[src/rtl/dram_sipo_pkg.sv]
// Shared constants and helpers for the dram_sipo_deser read-data deserialiser.
package dram_sipo_pkg;

    localparam int DEF_LANES = 8;
    localparam int DEF_RATIO = 8;

    // Bit-counter width; a ratio of 2 still needs one bit.
    function automatic int cnt_w(input int ratio);
        return (ratio <= 2) ? 1 : $clog2(ratio);
    endfunction

    function automatic int lane_lsb(input int l, input int ratio);
        return l * ratio;
    endfunction

endpackage

[src/rtl/dram_sipo_lane.sv]
// One serial lane: RATIO-bit shift register, direction fixed by MSB_FIRST.
module dram_sipo_lane #(
    parameter int RATIO     = 8,
    parameter int MSB_FIRST = 1
) (
    input  logic             clk,
    input  logic             rst,
    input  logic             shift_en,
    input  logic             din,
    output logic [RATIO-1:0] q_next
);

    logic [RATIO-1:0] q_p0;

    // q_next already contains this cycle's bit so a completing word can load directly.
    always_comb begin
        q_next = q_p0;
        if (shift_en) begin
            q_next = (MSB_FIRST != 0) ? {q_p0[RATIO-2:0], din} : {din, q_p0[RATIO-1:1]};
        end
    end

    always_ff @(posedge clk) begin
        if (rst) begin
            q_p0 <= '0;
        end else begin
            q_p0 <= q_next;
        end
    end

endmodule

[src/rtl/dram_sipo_deser.sv]
// Multi-lane SIPO deserialiser with valid/ready holding register and sticky overflow.
// Optional per-lane even parity output when DRAM_SIPO_PARITY_EN is defined.
module dram_sipo_deser
    import dram_sipo_pkg::*;
#(
    parameter int LANES     = DEF_LANES,
    parameter int RATIO     = DEF_RATIO,
    parameter int MSB_FIRST = 1
) (
    input  logic                   clk,
    input  logic                   rst,
    input  logic                   in_valid,
    input  logic [LANES-1:0]       in_data,
    input  logic                   align,
    output logic                   out_valid,
    input  logic                   out_ready,
    output logic [LANES*RATIO-1:0] out_data,
    output logic                   overflow,
`ifdef DRAM_SIPO_PARITY_EN
    output logic [LANES-1:0]       out_par,
`endif
    input  logic                   clr_ovf
);

    localparam int CW = cnt_w(RATIO);
    localparam logic [CW-1:0] CNT_MAX = CW'(RATIO - 1);

    logic [CW-1:0]          cnt_p0;
    logic [LANES*RATIO-1:0] word_nxt;
    logic                   shift_en;
    logic                   word_done;
    logic                   load;
    logic                   drop;

    // align wins over in_valid: its bit is never shifted in
    assign shift_en  = in_valid & ~align;
    assign word_done = shift_en & (cnt_p0 == CNT_MAX);
    assign load      = word_done & (~out_valid | out_ready);
    assign drop      = word_done & out_valid & ~out_ready;

    for (genvar l = 0; l < LANES; l++) begin : g_lane
        dram_sipo_lane #(
            .RATIO     (RATIO),
            .MSB_FIRST (MSB_FIRST)
        ) u_lane (
            .clk      (clk),
            .rst      (rst),
            .shift_en (shift_en),
            .din      (in_data[l]),
            .q_next   (word_nxt[lane_lsb(l, RATIO) +: RATIO])
        );
    end

    always_ff @(posedge clk) begin
        if (rst) begin
            cnt_p0 <= '0;
        end else if (align) begin
            cnt_p0 <= '0;
        end else if (in_valid) begin
            cnt_p0 <= (cnt_p0 == CNT_MAX) ? '0 : cnt_p0 + 1'b1;
        end
    end

    // Holding register stage: load on completion when empty or draining this cycle
    always_ff @(posedge clk) begin
        if (rst) begin
            out_valid <= 1'b0;
            out_data  <= '0;
        end else if (load) begin
            out_valid <= 1'b1;
            out_data  <= word_nxt;
        end else if (out_ready) begin
            out_valid <= 1'b0;
        end
    end

    always_ff @(posedge clk) begin
        if (rst) begin
            overflow <= 1'b0;
        end else if (drop) begin
            overflow <= 1'b1;
        end else if (clr_ovf) begin
            overflow <= 1'b0;
        end
    end

`ifdef DRAM_SIPO_PARITY_EN
    logic [LANES-1:0] par_nxt;

    for (genvar l = 0; l < LANES; l++) begin : g_par
        assign par_nxt[l] = ^word_nxt[lane_lsb(l, RATIO) +: RATIO];
    end

    always_ff @(posedge clk) begin
        if (rst) begin
            out_par <= '0;
        end else if (load) begin
            out_par <= par_nxt;
        end
    end
`endif

endmodule

[config.mk]
export PLATFORM = sky130hd
export DESIGN_NAME = dram_sipo_deser
export DESIGN_NICKNAME = d
export VERILOG_FILES = /design/src/rtl/dram_sipo_pkg.sv /design/src/rtl/dram_sipo_lane.sv /design/src/rtl/dram_sipo_deser.sv
export SDC_FILE = /design/constraint.sdc
export NUM_CORES = 1
export LEC_CHECK = 0
export CAP_MARGIN = 25
export CORE_ASPECT_RATIO = 1.5
export CORE_UTILIZATION = 53
export DETAILED_ROUTE_END_ITERATION = 8
export PLACE_DENSITY = 0.79
export SLEW_MARGIN = 20
export SYNTH_ARGS = -nofsm -noshare
export SYNTH_HDL_FRONTEND = slang
export SYNTH_SLANG_ARGS = --single-unit
[constraint.sdc]
create_clock -name clk -period 1.9 [get_ports clk]
set_input_delay 0.38 -clock clk [delete_from_list [all_inputs] [get_ports clk]]
set_output_delay 0.38 -clock clk [all_outputs]
set_load 0.03 [all_outputs]
# Word level (Yosys, flattened, before mapping)
# Index checks and enable logic that the tools add are counted.
# op_classes
addsub,1
muxes,13
n_eq_ne,1
bitwise,9
reduce_logical,3
# ops
op,count
2-to-1 mux 8 bit,8
AND 1 bit,5
2-to-1 mux 1 bit,4
nonzero test 2 bit,2
"adder 3 x 1 -> 3 bit, second input constant",1
"== test 3 bit, second input constant",1
2-to-1 mux 3 bit,1
NOT 1 bit,3
OR reduction 2 bit,1
OR 1 bit,1
# word_totals
register_bits,133
out_inout_bits,66
wordCells,39
input_bits,14

# Depth between registers and ports, before layout
# Gate-level depths: netlist (run 1).
# depth
ltp_word,6
depth_mapped,6
depth_no_buf,5

# Cells and area by module
# Synthesis (run 1) repeated with hierarchy kept, for this count alone.
# unflattened
cells_unflattened,500
area_unflattened_um2,5904.4
# modules_own_cells
module,area_each_um2,cells_per_inst,instances,seq_area_each_um2
dram_sipo_deser,3171.8,300,1,1381.3
dram_sipo_lane,341.6,25,8,160.2

# Least setup slack after synthesis (run 1)
# OpenSTA, ideal clock, no wires.
# synth_timing
kind,register -> register
startpoint,register cnt_p0[0]
endpoint,register out_data[10]
stages_incl_launch_ff,7
setup_time_ps,72
t_arrival_ps,1347
n_path_buf,2
period_less_slack_ps,1418
slack_ps,482
required_ps,1828
path_cell_list,dfxtp_1 -> ha_1 -> ha_1 -> nor3b_2 -> buf_6 -> buf_12 -> mux2i_1
# synth_between
elab_chain_cells,3
# synth_lines
element,line,source
"start, declared",dram_sipo_deser.sv:28,logic [CW-1:0] cnt_p0;
"start signal, assigned",dram_sipo_deser.sv:60,cnt_p0 <= (cnt_p0 == CNT_MAX) ? '0 : cnt_p0 + 1'b1;
== test 3 bit,dram_sipo_deser.sv:37,assign word_done = shift_en & (cnt_p0 == CNT_MAX);
AND 1 bit,dram_sipo_deser.sv:37,
AND 1 bit,dram_sipo_deser.sv:38,assign load = word_done & (~out_valid | out_ready);
"end signal, assigned",dram_sipo_deser.sv:71,out_data <= word_nxt;
"end, declared",dram_sipo_deser.sv:17,"output logic [LANES*RATIO-1:0] out_data,"
# No other way between the ends.
# A chain may end at the register's enable or synchronous reset.

# Worst setup path after layout (run 1)
# layout_timing
startpoint,register out_data[28]
endpoint,output out_data[28]
# No word-level cell between the ends.

==> results.json, run 1 <==
{
  "synth_ff_type": "dfxtp_1",
  "yosysMostFrequentCell": "nand2b_1",
  "worst_pin_slew_ns": 0.375,
  "num_rows": 43,
  "slew_viol_final": 0,
  "ioPinCount": 80,
  "critPathKind": "reg -> out",
  "whs_ns": 0.430,
  "grt_pass1_vias": 3661,
  "dr.first_iter.drc_count": 178,
  "switching_share": 0.198,
  "yosys_warnings": 0,
  "drive_above_1_share": 0.0763,
  "finalCritPeriodShare": 0.980,
  "clk_root_buffer_cell": "clkbuf_16",
  "slew_headroom": 0.750,
  "final.min_clock_period_ns": 1.86,
  "portBuffers": 79,
  "p_int_uw": 4870,
  "synthArstFlopShare": 0,
  "finalNonFillerCells": 741,
  "cp.arrival_ns": 1.48,
  "dp.cells": 709,
  "vdd_drop_max_mv": 0.906,
  "rrSetupSlack_ns": 0.24,
  "crit_cells": 1,
  "fin_nets": 632,
  "ys_types": 17,
  "vias": 3739,
  "p_seq_frac": 0.436,
  "cp_num_buf_inv": 1,
  "htree_levels": 4,
  "critPathTopFamily": "buffers and inverters",
  "cts_tree": "done",
  "diodes": 0,
  "postCtsHoldBufs": 0,
  "cts_setup_buffers": 0,
  "pre_cts_ws_ns": -0.0186,
  "synthCells": 546,
  "setup_viol": 0,
  "ys_ff_latch": 125,
  "hpwlAfterDp_um": 6110,
  "required_ns": 1.52,
  "synth_area_leaders": "dfxtp_1 49%, nand2b_1 16%, mux2i_1 13%",
  "nFillCells": 704,
  "rsz0062_at_grt": "no",
  "crit_slowest_cell": "clkdlybuf4s50_1",
  "drt_wl_total_um": 9920,
  "initial_core_util": 0.547,
  "cp_cell_sequence": "clkdlybuf4s50_1",
  "startpoint": "out_data[28]",
  "endpoint_kind": "output pin",
  "vias_per_cell": 5.05,
  "grt_start_max_net_pins": 121,
  "min-delay-start": "rst",
  "core-area_sq_mm": 0.00925,
  "cts.repair.resized": 0,
  "min_path_type": "in -> reg",
  "gp_congestion": 0.724,
  "synth_top_cell_area_share": 0.494,
  "skew_ns": 0.00664,
  "reg2reg_to": "out_data[7]",
  "antenna_found_initial": 0,
  "comb_power_share": 0.034,
  "worst_skew_pair.late_latency_ns": 0.41,
  "setup_ws_ns": 0.0383,
  "power_frac_clock": 0.530,
  "synth_nets": 562,
  "grt_pass1_wl_um": 15900,
  "cap_viol_max_count": 0,
  "die_height_um": 122,
  "route.detailed.drc": 0,
  "report.final.hold_viol_count": 0,
  "synthTopCellsByCount": "129 x nand2b_1, 125 x dfxtp_1, 112 x nand2_1, 67 x mux2i_1, 57 x a21oi_1",
  "die_w_um": 81.8,
  "cp-start-kind": "flip-flop",
  "synth-edff-count": 0,
  "p_leak_uw": 0.00214,
  "numClockSinks": 125,
  "outcome": "finished, final reports clean",
  "p_total_uw": 6070,
  "numCtsBuffers": 17,
  "gr-total-overflow": 0,
  "final_antenna_net_count": 0,
  "reg2reg_depth": 6,
  "syn_area_sq_mm": 0.00506,
  "grtUsageTotal": 0.211,
  "slowest_delay_ns": 0.69,
  "yosysTopAreaCell": "dfxtp_1",
  "place_area_sq_mm": 0.00593,
  "first_pass_iters": 4,
  "ys_seq_area_frac": 0.494,
  "fin_area_sq_mm": 0.00653,
  "cp_max_fo": 2,
  "max_freq_mhz": 537,
  "clk_pin_slew_ns": 0.05,
  "die-area_sq_mm": 0.00996,
  "syn_avg_cell_area_sq_um": 9.27,
  "p_per_area_mw_per_mm2": 930,
  "power.switching_uw": 1200,
  "clockBufferDepth": 2,
  "areaGrowthSynthToFinish_pct": 28.9,
  "avgRoutedWirePerCell_um": 13.4,
  "crit_end": "out_data[28]",
  "r2r-start": "cnt_p0[0]"
}
==> power by group through the flow <==
stage | registers, uW | logic [uW] | clock network (uW)
global route | 2650 | 226 | 3370
CTS | 2650 | 208 | 3270
detailed placement | 2700 | 207 | 0
global placement | 2700 | 204 | 0
finish | 2650 | 207 | 3220
floorplan | 2700 | 142 | 0
==> worst min path at each step <==
stage                               end  slack (ns)  depth (start not counted)
2_1_floorplan  g_lane[0].u_lane.q_p0[6]        0.44                          2
3_3_place_gp   g_lane[1].u_lane.q_p0[6]        0.44                          2
3_5_place_dp   g_lane[1].u_lane.q_p0[6]        0.45                          2
4_1_cts        g_lane[5].u_lane.q_p0[1]        0.41                          3
5_1_grt        g_lane[5].u_lane.q_p0[1]        0.44                          3
6_report       g_lane[4].u_lane.q_p0[3]        0.43                          3
==> tightest hold or removal path: stages <==
cell,delay (ns)
buf_4,0.11
buf_12,0.22
a21oi_1,0.06
==> cells in the final DEF (no fill, tap or decap) <==
master and n:
mux2i_1 67, ha_1 2, and2b_2 1, nand2_1 112, nand2b_2 1, a32oi_1 1
nor2b_1 1, nor3_1 3, dfxtp_1 125, buf_4 8, buf_12 8, clkbuf_16 17
nor2_1 3, inv_1 1, a21oi_1 57, nor3b_4 1, clkbuf_8 6, clkdlybuf4s50_1 78
clkbuf_1 3, clkinv_2 4, nand2b_1 128, bufinv_16 2
==> kinds of logic after synthesis <==
kind of cell | after synthesis | share of synthesized area
buffers and inverters | 44 | 0.0576
AND/OR/NAND/NOR | 250 | 0.253
multiplexers | 67 | 0.132
AO/OA/AOI/OAI | 58 | 0.0581
adder cells (fa/ha/maj) | 2 | 0.00494
flip-flops | 125 | 0.494
==> registers in the layout, summed over array words and instances (netlist names) <==
signal and flops:
cnt_p0 3, g_lane.u_lane.q_p0 56, out_data 64, out_valid 1, overflow 1
==> final cells by class <==
type,instances,area [sq um],area share
sequential,125,2500,0.383
timing repair buffer,94,1000,0.153
multi-input combinational,377,2280,0.349
clock inverter,6,80.1,0.0123
tap,112,140,0.0215
clock buffer,26,519,0.0796
inverter,1,3.75,0.000575
==> metal layers <==
layer  wire length [um]  global-route usage  vias to the layer above
met2               5130               0.365                       68
li1                   -                   -                     1894
met1               4200               0.228                     1759
met4                199               0.110                        0
met5                  0                   0                        -
met3                384              0.0584                       18
==> per-stage QoR <==
step,utilization,setup TNS [ns]
after floorplan,-,0
after global placement,0.640,0
after detailed placement,0.640,-0.0385
after CTS,0.705,0
after global routing,0.705,0
final,0.705,0
Note: power is estimated with default switching activity, not from simulation.
==> run 2, diff against run 1 <==
- clock period: 1.9 -> 1.72 ns (I/O delays scaled with it)
==> run 2 against run 1 <==
Net effect:
- cell count up 0.40%
- clock power up 16%
- critical endpoint is now out_data[32]
- core utilization down 0.068 points
- first-iteration DRC count up 3.4%
- cell area about the same
- largest power group unchanged
- clock skew down 0.00070 ns
- hold slack worse by 0.086 ns
- largest cell class unchanged
==> results.json, run 2 (synthesis gave the netlist of run 1 again) <==
{
  "reg2reg_depth": 6,
  "switching_share": 0.190,
  "ioPinCount": 80,
  "worst_pin_slew_ns": 0.345,
  "route.detailed.drc": 0,
  "cp.arrival_ns": 1.98,
  "max_freq_mhz": 601,
  "final.min_clock_period_ns": 1.66,
  "clk_pin_slew_ns": 0.05,
  "outcome": "finished, final reports clean",
  "drt_wl_total_um": 10000,
  "power.switching_uw": 1310,
  "fin_area_sq_mm": 0.00652,
  "min_path_type": "in -> reg",
  "gr-total-overflow": 0,
  "final_antenna_net_count": 0,
  "vdd_drop_max_mv": 0.901,
  "p_int_uw": 5600,
  "p_seq_frac": 0.423,
  "gp_congestion": 0.750,
  "slew_headroom": 0.770,
  "rrSetupSlack_ns": 0.06,
  "portBuffers": 79,
  "top_register": "out_data",
  "fin_tns_setup_ns": 0,
  "rsz0062_at_grt": "no",
  "finalNonFillerCells": 744,
  "p_total_uw": 6910,
  "grt_start_max_net_pins": 58,
  "pre_cts_ws_ns": -0.177,
  "die_w_um": 81.8,
  "dp.cells": 712,
  "critPathKind": "reg -> reg",
  "clockBufferDepth": 2,
  "reg_top3": "out_data (64), g_lane.u_lane.q_p0 (56), cnt_p0 (3)",
  "core-area_sq_mm": 0.00925,
  "largest_register_ffs": 64,
  "initial_core_util": 0.547,
  "clk_root_buffer_cell": "clkbuf_16",
  "report.final.hold_viol_count": 0,
  "worst_skew_pair.late_latency_ns": 0.41,
  "p_leak_uw": 0.00248,
  "cp-start-kind": "flip-flop",
  "cts_tree": "done",
  "first_pass_iters": 4,
  "hpwlAfterDp_um": 6340,
  "dr_wl_met3_um": 415,
  "startpoint": "cnt_p0[0]",
  "numClockSinks": 125,
  "r2r-start": "cnt_p0[0]",
  "antenna_found_initial": 0,
  "grt_pass1_vias": 3589,
  "comb_power_share": 0.035,
  "htree_levels": 4,
  "drive_above_1_share": 0.0807,
  "met2_wirelength_um": 5170,
  "final_common_cell": "nand2b_1",
  "grtUsageTotal": 0.213,
  "power_frac_clock": 0.542,
  "numCtsBuffers": 17,
  "finalCritPeriodShare": 0.967,
  "skew_ns": 0.00594,
  "cts_setup_buffers": 0,
  "vias_per_cell": 5.02,
  "endpoint_kind": "flip-flop",
  "avgRoutedWirePerCell_um": 13.5,
  "reg2reg_to": "out_data[32]",
  "required_ns": 2.04,
  "die_height_um": 122,
  "setup_viol": 0,
  "cp_max_fo": 16,
  "areaGrowthSynthToFinish_pct": 28.8,
  "vias": 3738,
  "dr.first_iter.drc_count": 184,
  "wl_met1_um": 4300,
  "setup_ws_ns": 0.0571,
  "highest_layer": "met4",
  "die-area_sq_mm": 0.00996,
  "crit_end": "out_data[32]",
  "slew_viol_final": 0,
  "cap_viol_max_count": 0,
  "p_per_area_mw_per_mm2": 1060,
  "fin_nets": 635,
  "num_rows": 43,
  "place_area_sq_mm": 0.00595,
  "grt_pass1_wl_um": 16200,
  "diodes": 0,
  "mostFrequentLayoutCells": "128 x nand2b_1, 125 x dfxtp_1, 112 x nand2_1, 66 x mux2i_1, 66 x dlygate4sd2_1"
}
-- run 2: cell types whose count changed in the layout (fill, tap and decap cells not counted), moves of 2 or more --
cell and change:
clkbuf_1 +2, clkinv_2 -2, bufinv_16 +2, buf_6 +2, clkbuf_8 -2, clkdlybuf4s50_1 -66
dlygate4sd2_1 +66
-- run 2: per-stage QoR --
stage,hold slack (ns),util
after floorplan,0.423,-
after global placement,0.446,0.643
after detailed placement,0.449,0.643
after CTS,0.331,0.702
after global routing,0.356,0.705
final,0.344,0.705
-- run 2: power groups by stage --
stage,combinational (uW),clock (uW),sequential (uW)
finish,239,3750,2920
global route,259,3950,2920
CTS,239,3810,2920
detailed placement,238,0,2980
global placement,232,0,2980
floorplan,157,0,2980
-- run 2: repair_timing --
item	4_1_cts	5_1_grt
setup endpoints to repair	68	3
hold buffers	0	0
endpoints found under the hold margin	0	0
gates resized for setup	67	4
-- run 2: critical path: stages (launching register included) --
cell	delay (ns)
dfxtp_1	0.36
ha_1	0.21
ha_4	0.17
nor3b_4	0.25
buf_6	0.16
buf_12	0.17
mux2i_1	0.25
-- run 2: how the worst min path moves through the flow --
stage	start	endpoint	slack, ns	depth (start not counted)
floorplan	align	cnt_p0[0]	0.42	1
global placement	g_lane[2].u_lane.q_p0[6]	g_lane[2].u_lane.q_p0[6]	0.45	2
detailed placement	g_lane[6].u_lane.q_p0[6]	g_lane[6].u_lane.q_p0[6]	0.45	2
CTS	rst	g_lane[6].u_lane.q_p0[2]	0.33	2
global route	rst	g_lane[6].u_lane.q_p0[2]	0.36	2
finish	rst	g_lane[6].u_lane.q_p0[2]	0.34	2
-- run 2: layout make-up --
cell class	instances	area, sq um
fill	717	2730
sequential	125	2500
multi-input combinational	377	2300
timing repair buffer	97	948
clock buffer	26	499
tap	112	140
clock inverter	6	130
inverter	1	3.75
-- run 2: per-layer routing --
layer,global-route usage,vias to the layer above
met5,0,-
met4,0.0800,0
met3,0.0577,15
met2,0.366,81
met1,0.247,1750
li1,-,1892
==> run 3, diff against run 2 <==
- CELL_PAD_IN_SITES_DETAIL_PLACEMENT: not set -> 1
- CELL_PAD_IN_SITES_GLOBAL_PLACEMENT: not set -> 2
- CORE_UTILIZATION: 53 -> 33
- PLACE_DENSITY: 0.79 -> not set
- PLACE_DENSITY_LB_ADDON: not set -> 0.3
==> run 3 against run 2 <==
Net effect:
- critical path depth stayed put
- clock skew is 0.0011 ns higher
- flip-flop and latch count stayed put
- clock power is 6.7% lower
- sequential power hardly changed
- count of clock-buffer cells in the layout is 8 lower
- critical endpoint is now out_data[7]
- largest power group unchanged
==> results.json, run 3 (synthesis gave the netlist of run 1 again) <==
{
  "slew_viol_final": 0,
  "whs_path_depth": 2,
  "fin_area_sq_mm": 0.00662,
  "min_path_type": "in -> reg",
  "diodes": 0,
  "final_common_cell": "nand2b_1",
  "postCtsHoldBufs": 0,
  "numClockSinks": 125,
  "grt_start_max_net_pins": 72,
  "slew_headroom": 0.783,
  "largest_register_ffs": 64,
  "top_register": "out_data",
  "grtUsageTotal": 0.155,
  "cp-start-kind": "flip-flop",
  "switching_share": 0.220,
  "worst_pin_slew_ns": 0.327,
  "clk_root_buffer_cell": "clkbuf_16",
  "min-delay-start": "rst",
  "first_pass_iters": 4,
  "min_to": "g_lane[0].u_lane.q_p0[3]",
  "grt_pass1_vias": 3923,
  "route.detailed.drc": 0,
  "areaGrowthSynthToFinish_pct": 30.8,
  "setup_ws_ns": 0.131,
  "final-seq-area_sq_mm": 0.00250,
  "r2r-start": "cnt_p0[0]",
  "p_total_uw": 6670,
  "num_rows": 55,
  "vias_per_cell": 4.54,
  "hpwlAfterDp_um": 7670,
  "gr-total-overflow": 0,
  "required_ns": 2.05,
  "skew_ns": 0.00705,
  "p_leak_uw": 0.00248,
  "ioPinCount": 80,
  "max_freq_mhz": 629,
  "rsz0062_at_grt": "no",
  "p_seq_frac": 0.438,
  "die-area_sq_mm": 0.0159,
  "finalNonFillerCells": 836,
  "finalCritPeriodShare": 0.924,
  "grt_pass1_wl_um": 19100,
  "initial_core_util": 0.336,
  "die_height_um": 154,
  "critPathKind": "reg -> reg",
  "core-area_sq_mm": 0.0151,
  "cts_tree": "done",
  "fin_util": 0.439,
  "cap_viol_max_count": 0,
  "rrSetupSlack_ns": 0.13,
  "multi_input_area_sq_mm": 0.00228,
  "path_common_cell": "ha_1",
  "mostFrequentLayoutCells": "128 x nand2b_1, 125 x dfxtp_1, 112 x nand2_1, 67 x mux2i_1, 66 x dlygate4sd2_1",
  "comb_power_share": 0.038,
  "p_int_uw": 5200,
  "fin_nets": 640,
  "cp.arrival_ns": 1.92,
  "dp.cells": 804,
  "pre_cts_ws_ns": -0.119,
  "power.switching_uw": 1470,
  "gp_congestion": 0.697,
  "dr.first_iter.drc_count": 132,
  "setup_viol": 0,
  "final_antenna_net_count": 0,
  "report.final.hold_viol_count": 0,
  "cts.repair.resized": 66,
  "outcome": "finished, final reports clean",
  "portBuffers": 79,
  "worst_skew_pair.late_latency_ns": 0.41,
  "cp_cell_sequence": "ha_1 -> ha_1 -> nor3b_4 -> buf_4 -> buf_12 -> mux2i_1",
  "clockBufferDepth": 2,
  "power_frac_clock": 0.524,
  "nFillCells": 1749,
  "cp_max_fo": 15,
  "drive_above_1_share": 0.0926,
  "die_w_um": 103,
  "numCtsBuffers": 17,
  "reg2reg_to": "out_data[7]",
  "clk_pin_slew_ns": 0.06,
  "vdd_drop_max_mv": 0.571,
  "endpoint_kind": "flip-flop",
  "p_per_area_mw_per_mm2": 1010,
  "htree_levels": 4,
  "vias": 3795,
  "crit_slowest_cell": "dfxtp_1",
  "avgRoutedWirePerCell_um": 13.8,
  "reg_top3": "out_data (64), g_lane.u_lane.q_p0 (56), cnt_p0 (3)",
  "reg2reg_depth": 6,
  "cts_setup_buffers": 0,
  "drt_wl_total_um": 11500,
  "place_area_sq_mm": 0.00612,
  "antenna_found_initial": 0,
  "slowest_delay_ns": 0.38,
  "final.min_clock_period_ns": 1.59
}
-- run 3: worst max path at each step --
stage	startpoint	slack [ns]	end	cells past startpoint
2_1_floorplan	cnt_p0[0]	0.30	out_data[10]	6
3_3_place_gp	out_ready	-0.07	out_data[10]	7
3_5_place_dp	align	-0.12	out_data[7]	6
4_1_cts	cnt_p0[0]	0.09	out_data[7]	6
5_1_grt	cnt_p0[0]	0.01	out_data[34]	6
6_report	cnt_p0[0]	0.13	out_data[7]	6
-- run 3: metrics by stage --
step | setup TNS (ns) | hold WS [ns]
2_1_floorplan | 0 | 0.423
3_3_place_gp | -4.20 | 0.444
5_1_grt | 0 | 0.333
4_1_cts | 0 | 0.317
6_report | 0 | 0.332
3_5_place_dp | -7.55 | 0.450
-- run 3: area by class of cell --
| type | count | share of cell area |
|---|---|---|
| repair buffers | 102 | 0.152 |
| clock buffers | 18 | 0.0663 |
| multi-input cells | 377 | 0.344 |
| inverters | 1 | 0.000567 |
| clock inverters | 14 | 0.0217 |
| flip-flops and latches | 125 | 0.378 |
| well taps | 199 | 0.0376 |
-- run 3: worst max-delay path, delay by kind of cell (launching register included) --
kind / cells / cell delay (ns)
adders and majority gates: 2 / 0.37
buffers and inverters: 2 / 0.34
muxes: 1 / 0.21
and+or+nand+nor: 1 / 0.20
DFF: 1 / 0.38
-- run 3: per-layer routing --
| layer | global-route usage | up-vias | wire [um] |
|---|---|---|---|
| met5 | 0 | - | 0 |
| met3 | 0.0423 | 13 | 423 |
| li1 | - | 1905 | - |
| met4 | 0.0563 | 0 | 167 |
| met2 | 0.265 | 67 | 5800 |
| met1 | 0.181 | 1810 | 5120 |
-- run 3: power groups by stage --
stage                     Combinational, uW  Sequential [uW]  Clock [uW]
after floorplan                         157             2980           0
after global routing                    274             2920        3730
after detailed placement                255             2980           0
final                                   250             2920        3500
after global placement                  251             2980           0
after CTS                               256             2920        3590
